--- config.mk ---
export PLATFORM = sky130hd
export DESIGN_NAME = regfile_writeback_queue
export DESIGN_NICKNAME = d
export VERILOG_FILES = /design/src/rtl/mips_pkg.sv /design/src/rtl/wbq_storage.sv /design/src/rtl/regfile_writeback_queue.sv
export SDC_FILE = /design/constraint.sdc
export NUM_CORES = 1
export LEC_CHECK = 0
export BUFFER_PORTS_ARGS = -buffer_cell sky130_fd_sc_hd__buf_2
export CORE_MARGIN = 4
export CORE_UTILIZATION = 40
export CTS_CLUSTER_DIAMETER = 200
export DETAILED_ROUTE_END_ITERATION = 6
export MAX_ROUTING_LAYER = met4
export SLEW_MARGIN = 10
export SYNTH_ARGS = -nofsm -noshare
export SYNTH_HDL_FRONTEND = slang
export SYNTH_SLANG_ARGS = --single-unit
--- constraint.sdc ---
create_clock -name clk -period 3.31 [get_ports clk]
set_input_delay 0.993 -clock clk [delete_from_list [all_inputs] [get_ports clk]]
set_output_delay 0.993 -clock clk [all_outputs]
set_load 0.01 [all_outputs]
--- src/rtl/mips_pkg.sv ---
// Shared types and widths for the register file write path.
// Imported by the writeback queue and its storage.
package mips_pkg;

  localparam int NUM_REGS = 16;
  localparam int DATA_W   = 32;
  localparam int REG_W    = $clog2(NUM_REGS);

  typedef struct packed {
    logic [REG_W-1:0]  reg_idx;
    logic [DATA_W-1:0] data;
  } wb_entry_t;

endpackage

--- src/rtl/wbq_storage.sv ---
// Circular buffer of pending register writes with valid bits.
// Exposes the head entry and per-entry register match vectors.
module wbq_storage
  import mips_pkg::*;
#(
  parameter int DEPTH = 4,
  localparam int PW = $clog2(DEPTH)
) (
  input  logic             clk,
  input  logic             rst_n,
  input  logic             push_i,
  input  wb_entry_t        push_entry_i,
  input  logic             pop_i,
  input  logic             clear_i,
  input  logic [REG_W-1:0] query_a_i,
  input  logic [REG_W-1:0] query_b_i,
  output wb_entry_t        head_o,
  output logic [DEPTH-1:0] match_a_o,
  output logic [DEPTH-1:0] match_b_o
);

  logic [PW-1:0]    head_q;
  logic [PW-1:0]    tail_q;
  logic [DEPTH-1:0] valid_q;
  wb_entry_t        entries_q [DEPTH];

  // Pointers and valid bits; power-of-two depth makes wrap free.
  always_ff @(posedge clk or negedge rst_n) begin
    if (!rst_n) begin
      head_q  <= '0;
      tail_q  <= '0;
      valid_q <= '0;
    end else if (clear_i) begin
      head_q  <= '0;
      tail_q  <= '0;
      valid_q <= '0;
    end else begin
      if (push_i) begin
        valid_q[tail_q] <= 1'b1;
        tail_q          <= tail_q + PW'(1);
      end
      if (pop_i) begin
        valid_q[head_q] <= 1'b0;
        head_q          <= head_q + PW'(1);
      end
    end
  end

  // Payload storage; only valid bits need reset.
  always_ff @(posedge clk) begin
    if (push_i && !clear_i) begin
      entries_q[tail_q] <= push_entry_i;
    end
  end

  assign head_o = entries_q[head_q];

  // Per-entry hit against both query indices.
  always_comb begin
    match_a_o = '0;
    match_b_o = '0;
    for (int i = 0; i < DEPTH; i++) begin
      match_a_o[i] = valid_q[i] &&
        (entries_q[i].reg_idx == query_a_i);
      match_b_o[i] = valid_q[i] &&
        (entries_q[i].reg_idx == query_b_i);
    end
  end

endmodule

--- src/rtl/regfile_writeback_queue.sv ---
// In-order write queue in front of the register file write port.
// Drains one entry per cycle and flags registers with writes in flight.
module regfile_writeback_queue
  import mips_pkg::*;
#(
  parameter int DEPTH = 4,
  localparam int CW = $clog2(DEPTH + 1)
) (
  input  logic              clk,
  input  logic              rst_n,
  input  logic              in_valid,
  output logic              in_ready,
  input  logic [REG_W-1:0]  in_reg,
  input  logic [DATA_W-1:0] in_data,
  input  logic              hold,
  input  logic              flush,
  output logic              wr_en,
  output logic [REG_W-1:0]  wr_reg,
  output logic [DATA_W-1:0] wr_data,
  input  logic [REG_W-1:0]  query_reg_a,
  input  logic [REG_W-1:0]  query_reg_b,
  output logic              busy_a,
  output logic              busy_b,
  output logic [CW-1:0]     count
);

  localparam logic [CW-1:0] FULL = CW'(DEPTH);

  logic [CW-1:0]     count_q, count_d;
  logic              wr_en_q, wr_en_d;
  logic [REG_W-1:0]  wr_reg_q, wr_reg_d;
  logic [DATA_W-1:0] wr_data_q, wr_data_d;

  logic             push;
  logic             pop;
  wb_entry_t        push_entry;
  wb_entry_t        head;
  logic [DEPTH-1:0] match_a;
  logic [DEPTH-1:0] match_b;

  assign in_ready   = (count_q != FULL) && rst_n;
  assign push       = in_valid && in_ready && !flush;
  assign pop        = (count_q != '0) && !hold && !flush;
  assign push_entry = '{reg_idx: in_reg, data: in_data};

  wbq_storage #(
    .DEPTH (DEPTH)
  ) u_storage (
    .clk          (clk),
    .rst_n        (rst_n),
    .push_i       (push),
    .push_entry_i (push_entry),
    .pop_i        (pop),
    .clear_i      (flush),
    .query_a_i    (query_reg_a),
    .query_b_i    (query_reg_b),
    .head_o       (head),
    .match_a_o    (match_a),
    .match_b_o    (match_b)
  );

  // Next occupancy and output stage; flush wins over push and pop.
  always_comb begin
    count_d   = count_q;
    wr_en_d   = pop;
    wr_reg_d  = wr_reg_q;
    wr_data_d = wr_data_q;
    if (flush) begin
      count_d = '0;
    end else begin
      count_d = count_q + CW'(push) - CW'(pop);
    end
    if (pop) begin
      wr_reg_d  = head.reg_idx;
      wr_data_d = head.data;
    end
  end

  // State registers.
  always_ff @(posedge clk or negedge rst_n) begin
    if (!rst_n) begin
      count_q   <= '0;
      wr_en_q   <= 1'b0;
      wr_reg_q  <= '0;
      wr_data_q <= '0;
    end else begin
      count_q   <= count_d;
      wr_en_q   <= wr_en_d;
      wr_reg_q  <= wr_reg_d;
      wr_data_q <= wr_data_d;
    end
  end

  assign count   = count_q;
  assign wr_en   = wr_en_q;
  assign wr_reg  = wr_reg_q;
  assign wr_data = wr_data_q;

  // Queue hits plus the write sitting on the register file port.
  assign busy_a = (|match_a) ||
    (wr_en_q && (wr_reg_q == query_reg_a));
  assign busy_b = (|match_b) ||
    (wr_en_q && (wr_reg_q == query_reg_b));

endmodule

## Word level (Yosys, flattened, before mapping)

Memory sizes are Yosys's and may differ from the RTL's. A register that Yosys moved wholly into a read port is not among the register bits.
Cells that the tools add are included.

- Register bits after elaboration: 12
- Bits of input ports: 49
- Logic and storage cells: 71
- Memory bits (writable): 144
- Memories kept: 1

Memories:

| memory | depth | width | read ports | clocked after Yosys merged registers in | wr ports | RTL line | RTL |
|---|---|---|---|---|---|---|---|
| u_storage.entries_q | 4 | 36 | 5 | 1 | 1 | wbq_storage.sv:25 | `wb_entry_t entries_q [DEPTH];` |

- Eq/ne operators: 11
- Reduce and logical (&&, ||, !) cells: 28
- Magnitude comparators: 4
- Mux-type cells: 15
- Bitwise logic cells: 3
- $add $sub $neg: 4

Operator list:

| kind | count |
|---|---|
| 4-bit equality test | 10 |
| 1-bit logical AND | 18 |
| 4-bit two-way mux | 4 |
| 2-bit two-way mux | 4 |
| 4-bit OR reduction | 2 |
| 2-bit by 3-bit less-than comparator with 1-bit output (second input constant) | 2 |
| 2-bit by 1-bit adder with 2-bit output (second input constant) | 2 |
| 4-bit AND | 1 |
| 1-bit demux with 2-bit select | 2 |
| 2-bit by 1-bit greater-or-equal comparator with 1-bit output (second input constant) | 2 |
| 1-bit two-way mux | 4 |
| 4-bit inverter | 1 |
| 4-bit OR | 1 |
| 2-bit nonzero test | 2 |
| 3-bit by 1-bit adder with 3-bit output | 1 |
| 1-bit logical NOT | 3 |
| 3-bit two-way mux | 1 |
| 3-bit != test (second input constant) | 1 |
| 3-bit nonzero test | 1 |
| 3-bit by 1-bit subtractor with 3-bit output | 1 |
| 1-bit logical OR | 2 |

## Logic depth before layout (Yosys ltp)

Gate-level depths: netlist of the first run.

- Depth in word-level cells: 10
- Depth in mapped cells: 14

## Cells and area by module

A second synthesis of the first run with hierarchy kept.

- Cells, all modules: 398
- Area, all modules: 7881.3 µm²

By module, submodules not included:

| module | times used | area an instance (µm²) | seq. area each (µm²) | cells an instance |
|---|---|---|---|---|
| wbq_storage | 1 | 6042.0 | 4524.3 | 282 |
| regfile_writeback_queue | 1 | 1839.3 | 1001.0 | 116 |

## Worst setup path before layout of the first run

Ideal clock, no wire load.

- Kind: input to register
- Start: in rst_n
- End: reg count_q[2] (netlist: count[2])
- Data arrival time: 3.011 ns
- Setup slack: 0.167 ns
- Stages: 13
- Data required time: 3.178 ns
- Cell sequence: a21boi_0 and2_1 buf_4 and2b_1 inv_1 ha_1 inv_1 ha_1 inv_1 fa_1 xor2_1 xnor2_1 nor2_1

- Word-level cells in the longest chain between the ends: 6

Ends and longest elaborated chain:

| item | RTL line | RTL |
|---|---|---|
| start: declaration | regfile_writeback_queue.sv:10 | `input logic rst_n,` |
| 1-bit logical AND | regfile_writeback_queue.sv:41 | `assign in_ready = (count_q != FULL) && rst_n;` |
| 1-bit logical AND (2 in a row) | regfile_writeback_queue.sv:42 | `assign push = in_valid && in_ready && !flush;` |
| 3-bit by 1-bit adder with 3-bit output | regfile_writeback_queue.sv:71 | `count_d = count_q + CW'(push) - CW'(pop);` |
| 3-bit by 1-bit subtractor with 3-bit output | regfile_writeback_queue.sv:71 |  |
| 3-bit two-way mux | regfile_writeback_queue.sv:68 | `if (flush) begin` |
| named net count_d[2] | regfile_writeback_queue.sv:29 | `logic [CW-1:0] count_q, count_d;` |
| end signal: assignment | regfile_writeback_queue.sv:87 | `count_q <= count_d;` |
| end: declaration | regfile_writeback_queue.sv:29 |  |

The timed path passes the listed nets, and every way through them passes these cells.
A chain may end at the register's enable or synchronous reset.

## Worst setup path after layout of the first run

- Start: in query_reg_a[1]
- End: out busy_a

- Word-level cells in the longest chain between the ends: 4
- Elaborated cells between the ends (all ways): 12

Ends and longest elaborated chain:

| item | RTL line | RTL |
|---|---|---|
| start: declaration | regfile_writeback_queue.sv:20 | `input logic [REG_W-1:0] query_reg_a,` |
| 4-bit equality test | wbq_storage.sv:64 | `(entries_q[i].reg_idx == query_a_i);` |
| 1-bit logical AND | wbq_storage.sv:63 | `match_a_o[i] = valid_q[i] &&` |
| 4-bit OR reduction | regfile_writeback_queue.sv:100 | `assign busy_a = (\|match_a) \|\|` |
| 1-bit logical OR * | regfile_writeback_queue.sv:100 |  |
| end: declaration | regfile_writeback_queue.sv:22 | `output logic busy_a,` |

Mark *: on every way between the ends. The rest lies on a longest branch, timed or not.

==> impl_metrics.yaml, run 1 <==
clock_tree:
  numCtsBuffers: 17
  post_cts_resized: 0
  cts_tree: "built"
  clk_pin_slew_ns: 0.06
  cts.sinks: 192
  htreeDepth: 4
  cts_setup_buffers: 0
  cts_root_buf: "clkbuf_16"
  cts-hold-fix-buffers: 0
  clock_latency_ns: 0.43
  ctsLongestPathBuffers: 2
synth:
  ys_seq_elements: 192
  ys.flop_type: "edfxtp_1"
  synth_common_cells: "144 x edfxtp_1, 48 x dfrtp_1, 35 x mux4_2"
  syn_avg_cell_area_sq_um: 19.6
  yosys_warnings: 0
  synth_area_sq_mm: 0.00779
  syn_inst: 397
  yosys.area.top_type: "edfxtp_1"
  synth_nets: 457
  netlist.area_leader.share: 0.555
  synth_edf_count: 144
  synth_top_cells_by_area: "edfxtp_1 56%, dfrtp_1 15%, mux4_2 10%, xor2_1 3.5%, mux2_2 3.0%"
  synthArstFlopShare: 0.250
  yosysSeqAreaShare: 0.709
  yosysMostFrequentCell: "edfxtp_1"
  ys_types: 32
worst_setup_path:
  crit_path_max_incr_delay_ns: 0.32
  worstPathCellList: "buf_2 -> xor2_1 -> nor4_1 -> a31oi_1 -> nand3_1 -> buf_2"
  crit_buf_inv: 2
  ff2ff_setup_slack_ns: 0.70
  critPathLaunchType: "input port"
  slowest_stage: "nor4_1"
  cp_max_fo: 5
  crit_type: "input port to primary output"
  endpoint_kind: "primary output"
  crit_top_cell: "buf_2"
  cp_top_family: "simple AND/OR/NAND/NOR gates"
  crit_arrival_ns: 1.94
  cp.required_ns: 2.32
power_and_ir_drop:
  p_switching_mw: 1.79
  p_seq_frac: 0.477
  netSwitchingFraction: 0.266
  pwr-share-comb: 0.211
  ir_worst_vdd_mv: 0.385
  pwr_density_cell_mw_per_mm2: 732
  p_int_mw: 4.94
  power.leakage_nw: 3.37
  p_clk_frac: 0.312
global_routing:
  antenna_found_initial: 0
  overflow: 0
  grt_pass1_vias: 4258
  track_usage: 0.153
  grt_max_degree: 49
  grt_pass1_wl_microns: 24200
drt:
  routedWlPerCell_microns: 19.8
  drc: 0
  drtPass1Iterations: 4
  ant_nets: 0
  viasPerCell: 5.00
  wl_microns: 15300
  drt_iter0_drc: 204
  vias: 3864
placement:
  port_buffers: 91
  dpl.cell_count: 741
  place_congestion: 0.846
  dp_hpwl_microns: 9720
  place_area_sq_mm: 0.00858
finish:
  n_antenna_cell: 0
  syn_to_final_growth_pct: 18.1
  layout.cells.non_filler: 773
  multiInputGateArea_sq_mm: 0.00210
  largest_reg_flops: 144
  finalNetCount: 560
  finalInstanceArea_sq_mm: 0.00920
  top_register: "u_storage.entries_q"
  final_layout_size_suffix_gt1_frac: 0.417
  n_fill_cell: 1618
  seq_area_sq_mm: 0.00553
timing:
  drv_slew: 0
  rsz0062_at_grt: "no"
  hold_viol: 0
  finalCritPeriodShare: 0.885
  setup_viol: 0
  finClkSkew_ns: 0.00749
  tightestPinTransition_ns: 0.838
  tns_ns: 0
  slew_headroom: 0.441
  period_minus_slack_ns: 2.93
  timing.fmax_mhz: 341
floorplan:
  initial_core_util: 0.411
  rows: 50
  coreArea_sq_mm: 0.0190
  die_h_microns: 148
  die_w_microns: 148
  io_pins: 92
  die-area_sq_mm: 0.0218
hold_path:
  hp-class: "flip-flop to flip-flop"
outcome:
  outcome: "complete, no violations"
flow_run:
  max_cap_violations: 0
layout make-up:
type,instances,share of cell area
clock inverters,10,0.0135
inverters,7,0.00286
multi-input cells,177,0.228
well taps,260,0.0354
repair buffers,105,0.0650
flip-flops and latches,192,0.601
clock buffers,22,0.0537
placed cells by master (no fill, tap or decap), types with 5 or more instances in the layout:
cell type	Yosys	layout
clkbuf_16	0	17
inv_1	7	7
dfrtp_1	48	46
ha_1	10	10
clkbuf_8	0	5
mux2_2	21	21
nor3_1	6	6
edfxtp_1	144	144
xnor2_1	13	13
xor2_1	31	31
buf_2	1	91
buf_4	4	11
nor2_1	8	8
mux2_4	14	14
mux4_2	35	35
through the flow:
step	hold slack [ns]	util	power (mW)	setup WS, ns
after floorplan	0.529	-	4.23	0.167
after global placement	0.483	0.453	4.69	0.340
after detailed placement	0.492	0.453	4.74	0.174
after CTS	0.507	0.485	6.85	0.370
after global routing	0.522	0.485	7.10	0.292
final	0.504	0.485	6.73	0.380
metal layers:
metal,track usage,part of all wire,wire [microns]
met1,0.181,0.42,6420
met3,0.0448,0.056,850
met4,0.0545,0.014,218
met5,-,0,0
met2,0.253,0.51,7780
kinds of logic (layout without fill, tap and decap cells):
kind of cell,count (synthesis),after routing,synth area share
compound gates,13,13,0.0106
xor+xnor,44,44,0.0495
fa+ha+maj,11,11,0.0186
buf+inv,28,144,0.0217
flops,192,192,0.709
mux,74,74,0.166
simple gates,35,35,0.0246
final timing paths:
kind	to	cells past startpoint	startpoint
worst max-delay path	busy_a	6	query_reg_a[1]
worst min-delay path	wr_data[15]$_DFFE_PN0N_	1	wr_data[15]$_DFFE_PN0N_
worst max register to register	count[2]$_DFF_PN0_	13	count[1]$_DFF_PN0_
worst min register to register	wr_data[15]$_DFFE_PN0N_	1	wr_data[15]$_DFFE_PN0N_
max in group asynchronous	u_storage.head_q[0]$_DFFE_PN0P_	2	rst_n
min in group asynchronous	wr_data[17]$_DFFE_PN0N_	2	rst_n
power by group through the flow:
| stage | registers [mW] | clock network [mW] | logic, mW |
|---|---|---|---|
| 5_1_grt | 3.28 | 2.27 | 1.55 |
| 3_5_place_dp | 3.28 | 0 | 1.46 |
| 6_report | 3.21 | 2.10 | 1.42 |
| 2_1_floorplan | 3.22 | 0 | 1.01 |
| 3_3_place_gp | 3.27 | 0 | 1.42 |
| 4_1_cts | 3.24 | 2.15 | 1.46 |
(Power assumes the default switching activity.)
==> inputs of run 2 (changes only) <==
--- a/config.mk
+++ b/config.mk
@@ -6,11 +6,14 @@
 export NUM_CORES = 1
 export LEC_CHECK = 0
 export BUFFER_PORTS_ARGS = -buffer_cell sky130_fd_sc_hd__buf_2
+export CELL_PAD_IN_SITES_DETAIL_PLACEMENT = 0
+export CELL_PAD_IN_SITES_GLOBAL_PLACEMENT = 1
 export CORE_MARGIN = 4
 export CORE_UTILIZATION = 40
 export CTS_CLUSTER_DIAMETER = 200
 export DETAILED_ROUTE_END_ITERATION = 6
 export MAX_ROUTING_LAYER = met4
+export PLACE_DENSITY_LB_ADDON = 0.1
 export SLEW_MARGIN = 10
 export SYNTH_ARGS = -nofsm -noshare
 export SYNTH_HDL_FRONTEND = slang
==> impl_metrics.yaml, run 2 (synthesized netlist as in run 1, its figures left out) <==
outcome:
  outcome: "complete, no violations"
power_and_ir_drop:
  p_clk_frac: 0.307
  pwr-share-comb: 0.227
  p_seq_frac: 0.466
  total_power_mw: 6.73
  power.leakage_nw: 3.37
  netSwitchingFraction: 0.273
  p_int_mw: 4.89
  ir_worst_vdd_mv: 0.372
  pwr_density_cell_mw_per_mm2: 729
  p_switching_mw: 1.84
finish:
  top_register: "u_storage.entries_q"
  finalNetCount: 562
  syn_to_final_growth_pct: 18.4
  layout.cells.non_filler: 776
  mostFrequentLayoutCells: "144 x edfxtp_1, 91 x buf_2, 46 x dfrtp_1"
  largest_reg_flops: 144
  final_common_cell: "edfxtp_1"
  final_layout_size_suffix_gt1_frac: 0.421
  final_util: 0.487
timing:
  rsz0062_at_grt: "no"
  hold_viol: 0
  tns_ns: 0
  period_minus_slack_ns: 2.94
  tightestPinTransition_ns: 0.737
  setup_viol: 0
  timing.fmax_mhz: 340
  finClkSkew_ns: 0.00608
  finalCritPeriodShare: 0.890
  slew_headroom: 0.509
  drv_slew: 0
placement:
  dpl.cell_count: 743
  dp_hpwl_microns: 9890
  port_buffers: 91
  place_congestion: 0.878
global_routing:
  overflow: 0
  grt_max_degree: 49
  grt_pass1_vias: 4164
  antenna_found_initial: 1
  track_usage: 0.152
  grt_pass1_wl_microns: 23800
drt:
  wl_microns: 15200
  routedWlPerCell_microns: 19.6
  drtPass1Iterations: 4
  vias: 3802
  drt_iter0_drc: 170
  drc: 0
  ant_nets: 0
  viasPerCell: 4.90
worst_setup_path:
  cp.required_ns: 2.32
  crit_arrival_ns: 1.95
  reg2reg_depth: 13
  reg2reg_to: "count[2]$_DFF_PN0_"
  endpoint_kind: "primary output"
  critPathLaunchType: "input port"
  cp_max_fo: 5
  rr_startpoint: "count[1]$_DFF_PN0_"
  ff2ff_setup_slack_ns: 0.77
  crit_type: "input port to primary output"
floorplan:
  rows: 50
  die_h_microns: 148
  die-area_sq_mm: 0.0218
  coreArea_sq_mm: 0.0190
  initial_core_util: 0.411
  io_pins: 92
  die_w_microns: 148
clock_tree:
  clk_pin_slew_ns: 0.07
  cts_setup_buffers: 0
  clock_latency_ns: 0.43
  numCtsBuffers: 17
  cts.sinks: 192
  ctsLongestPathBuffers: 2
  cts_tree: "built"
  htreeDepth: 4
  cts_root_buf: "clkbuf_16"
  cts-hold-fix-buffers: 0
  post_cts_resized: 0
flow_run:
  max_cap_violations: 0
hold_path:
  whs_endpoint: "wr_data[27]$_DFFE_PN0N_"
  hp-start: "wr_data[27]$_DFFE_PN0N_"
  hp-class: "flip-flop to flip-flop"
  min_path_cells: 1
run 2: worst max path at each step:
stage | start | endpoint
after floorplan | rst_n | count[2]$_DFF_PN0_
after global placement | rst_n | count[2]$_DFF_PN0_
final | query_reg_b[3] | busy_b
after global routing | query_reg_b[2] | busy_b
after detailed placement | rst_n | count[2]$_DFF_PN0_
after CTS | query_reg_b[3] | busy_b
run 2: layout make-up:
| class | count | area (sq um) |
|---|---|---|
| diodes | 1 | 2.50 |
| inverters | 7 | 26.3 |
| repair buffers | 107 | 638 |
| multi-input cells | 177 | 2100 |
| flip-flops and latches | 192 | 5530 |
| clock inverters | 15 | 176 |
| fillers | 1628 | 9730 |
| well taps | 260 | 325 |
| clock buffers | 17 | 425 |
run 2: worst max-delay path, stage by stage:
cell,delay [ns]
buf_2,0.15
xor2_1,0.18
nor3_1,0.26
a31oi_1,0.13
nand3_1,0.10
buf_2,0.13
run 2: per-stage QoR:
step | hold WS, ns | instance area, sq um | worst slack [ns]
4_1_cts | 0.507 | 9220 | 0.350
3_3_place_gp | 0.484 | 8620 | 0.223
6_report | 0.501 | 9220 | 0.365
2_1_floorplan | 0.529 | 7790 | 0.167
3_5_place_dp | 0.490 | 8620 | 0.177
5_1_grt | 0.513 | 9220 | 0.247
run 2: metal layers:
layer / part of all wire / global-route usage
met1: 0.44 / 0.189
met2: 0.50 / 0.245
met3: 0.047 / 0.0441
met4: 0.012 / 0.0433
met5: 0 / -
run 2: power by group through the flow:
stage | clock network (mW) | registers (mW) | logic [mW]
2_1_floorplan | 0 | 3.22 | 1.01
3_3_place_gp | 0 | 3.19 | 1.56
3_5_place_dp | 0 | 3.19 | 1.56
4_1_cts | 2.13 | 3.15 | 1.57
5_1_grt | 2.25 | 3.18 | 1.66
6_report | 2.07 | 3.14 | 1.53
==> inputs of run 3 (changes only) <==
--- a/config.mk
+++ b/config.mk
@@ -9,7 +9,7 @@
 export CELL_PAD_IN_SITES_DETAIL_PLACEMENT = 0
 export CELL_PAD_IN_SITES_GLOBAL_PLACEMENT = 1
 export CORE_MARGIN = 4
-export CORE_UTILIZATION = 40
+export CORE_UTILIZATION = 50
 export CTS_CLUSTER_DIAMETER = 200
 export DETAILED_ROUTE_END_ITERATION = 6
 export MAX_ROUTING_LAYER = met4
==> impl_metrics.yaml, run 3 (synthesized netlist as in run 1, its figures left out) <==
finish:
  final_common_cell: "edfxtp_1"
  final_layout_size_suffix_gt1_frac: 0.403
  top_register: "u_storage.entries_q"
  mostFrequentLayoutCells: "144 x edfxtp_1, 91 x buf_2, 46 x dfrtp_1"
  largest_reg_flops: 144
  finalNetCount: 557
  syn_to_final_growth_pct: 15.9
  finalInstanceArea_sq_mm: 0.00903
worst_setup_path:
  cp_top_family: "simple AND/OR/NAND/NOR gates"
  cp_max_fo: 5
  worstPathCellList: "buf_2 -> xor2_1 -> nor4_1 -> a31oi_1 -> nand3_1 -> buf_2"
  critPathLaunchType: "input port"
  crit_arrival_ns: 1.94
  crit_top_cell: "buf_2"
  crit_type: "input port to primary output"
  slowest_stage: "nor4_1"
  crit_buf_inv: 2
  cp.required_ns: 2.32
  crit_path_max_incr_delay_ns: 0.32
  endpoint_kind: "primary output"
timing:
  rsz0062_at_grt: "no"
  period_minus_slack_ns: 2.93
  tightestPinTransition_ns: 0.726
  drv_slew: 0
  hold_viol: 0
  timing.fmax_mhz: 341
  tns_ns: 0
  finClkSkew_ns: 0.00855
  finalCritPeriodShare: 0.885
  setup_viol: 0
  slew_headroom: 0.516
clock_tree:
  clk_pin_slew_ns: 0.06
  post_cts_resized: 0
  numCtsBuffers: 17
  htreeDepth: 4
  cts_setup_buffers: 0
  cts.sinks: 192
  ctsLongestPathBuffers: 2
  cts_root_buf: "clkbuf_16"
  clock_latency_ns: 0.42
  cts-hold-fix-buffers: 0
  cts_tree: "built"
drt:
  routedWlPerCell_microns: 20.1
  vias: 3784
  wl_microns: 14500
  drt_iter0_drc: 177
  viasPerCell: 5.25
  ant_nets: 0
  drtPass1Iterations: 7
  drc: 0
floorplan:
  die_h_microns: 133
  die_w_microns: 133
  io_pins: 92
  coreArea_sq_mm: 0.0153
  die-area_sq_mm: 0.0176
  initial_core_util: 0.511
  rows: 45
placement:
  dp_hpwl_microns: 9190
  port_buffers: 91
  place_area_sq_mm: 0.00850
  place_congestion: 0.877
hold_path:
  hp-class: "flip-flop to flip-flop"
global_routing:
  track_usage: 0.182
  grt_max_degree: 49
  antenna_found_initial: 1
  grt_pass1_vias: 4145
  overflow: 0
  grt_pass1_wl_microns: 23400
power_and_ir_drop:
  p_switching_mw: 1.72
  netSwitchingFraction: 0.265
  power.leakage_nw: 3.30
  p_clk_frac: 0.286
  ir_worst_vdd_mv: 0.348
  p_seq_frac: 0.484
  p_int_mw: 4.76
  pwr-share-comb: 0.231
  pwr_density_cell_mw_per_mm2: 719
outcome:
  outcome: "complete, no violations"
flow_run:
  max_cap_violations: 0
[run 3: worst paths after layout]
path	from	slack, ns	to	cells past startpoint
max	query_reg_a[1]	0.38	busy_a	6
max in group asynchronous	rst_n	1.98	u_storage.head_q[0]$_DFFE_PN0P_	2
max reg2reg	count[1]$_DFF_PN0_	0.82	count[2]$_DFF_PN0_	13
min in group asynchronous	rst_n	0.80	wr_data[29]$_DFFE_PN0N_	2
min	wr_data[23]$_DFFE_PN0N_	0.50	wr_data[23]$_DFFE_PN0N_	1
min reg2reg	wr_data[23]$_DFFE_PN0N_	0.50	wr_data[23]$_DFFE_PN0N_	1
[run 3: layout make-up]
class | instances | area (sq um)
fillers | 1182 | 6230
flip-flops and latches | 192 | 5530
multi-input cells | 177 | 2100
repair buffers | 102 | 576
clock buffers | 20 | 437
well taps | 211 | 264
clock inverters | 11 | 91.3
inverters | 7 | 26.3
diodes | 1 | 2.50
[run 3: power groups by stage]
stage / clock, mW / sequential (mW) / combinational [mW]
3_3_place_gp: 0 / 3.19 / 1.52
6_report: 1.85 / 3.14 / 1.50
3_5_place_dp: 0 / 3.20 / 1.52
4_1_cts: 1.90 / 3.15 / 1.53
2_1_floorplan: 0 / 3.22 / 1.01
5_1_grt: 2.01 / 3.20 / 1.64
[run 3: worst register-to-register path: cells and delay by family (launching register included)]
kind	cells	cell delay (ns)
AOI/OAI and AO/OA	1	0.20
xor gates and xnor gates	2	0.30
adders and majority gates	3	0.76
buffers and inverters	3	0.17
DFF	1	0.46
and+or+nand+nor	4	0.48
[run 3: stage by stage]
stage                     utilization  hold WS, ns  std cells  setup WS [ns]  power (mW)
after floorplan                     -        0.529        397          0.167        4.23
after global placement          0.557        0.463        689          0.252        4.70
after detailed placement        0.557        0.474        689          0.197        4.72
after CTS                       0.591        0.497        720          0.402        6.58
after global routing            0.592        0.518        721          0.286        6.84
final                           0.592        0.499        721          0.381        6.49
[run 3: metal layers]
metal / GRT usage / routed length, microns / vias up
met2: 0.282 / 7060 / 79
met5: - / 0 / -
met4: 0.0520 / 143 / 0
met3: 0.0525 / 707 / 10
li1: - / - / 1733
met1: 0.238 / 6610 / 1962
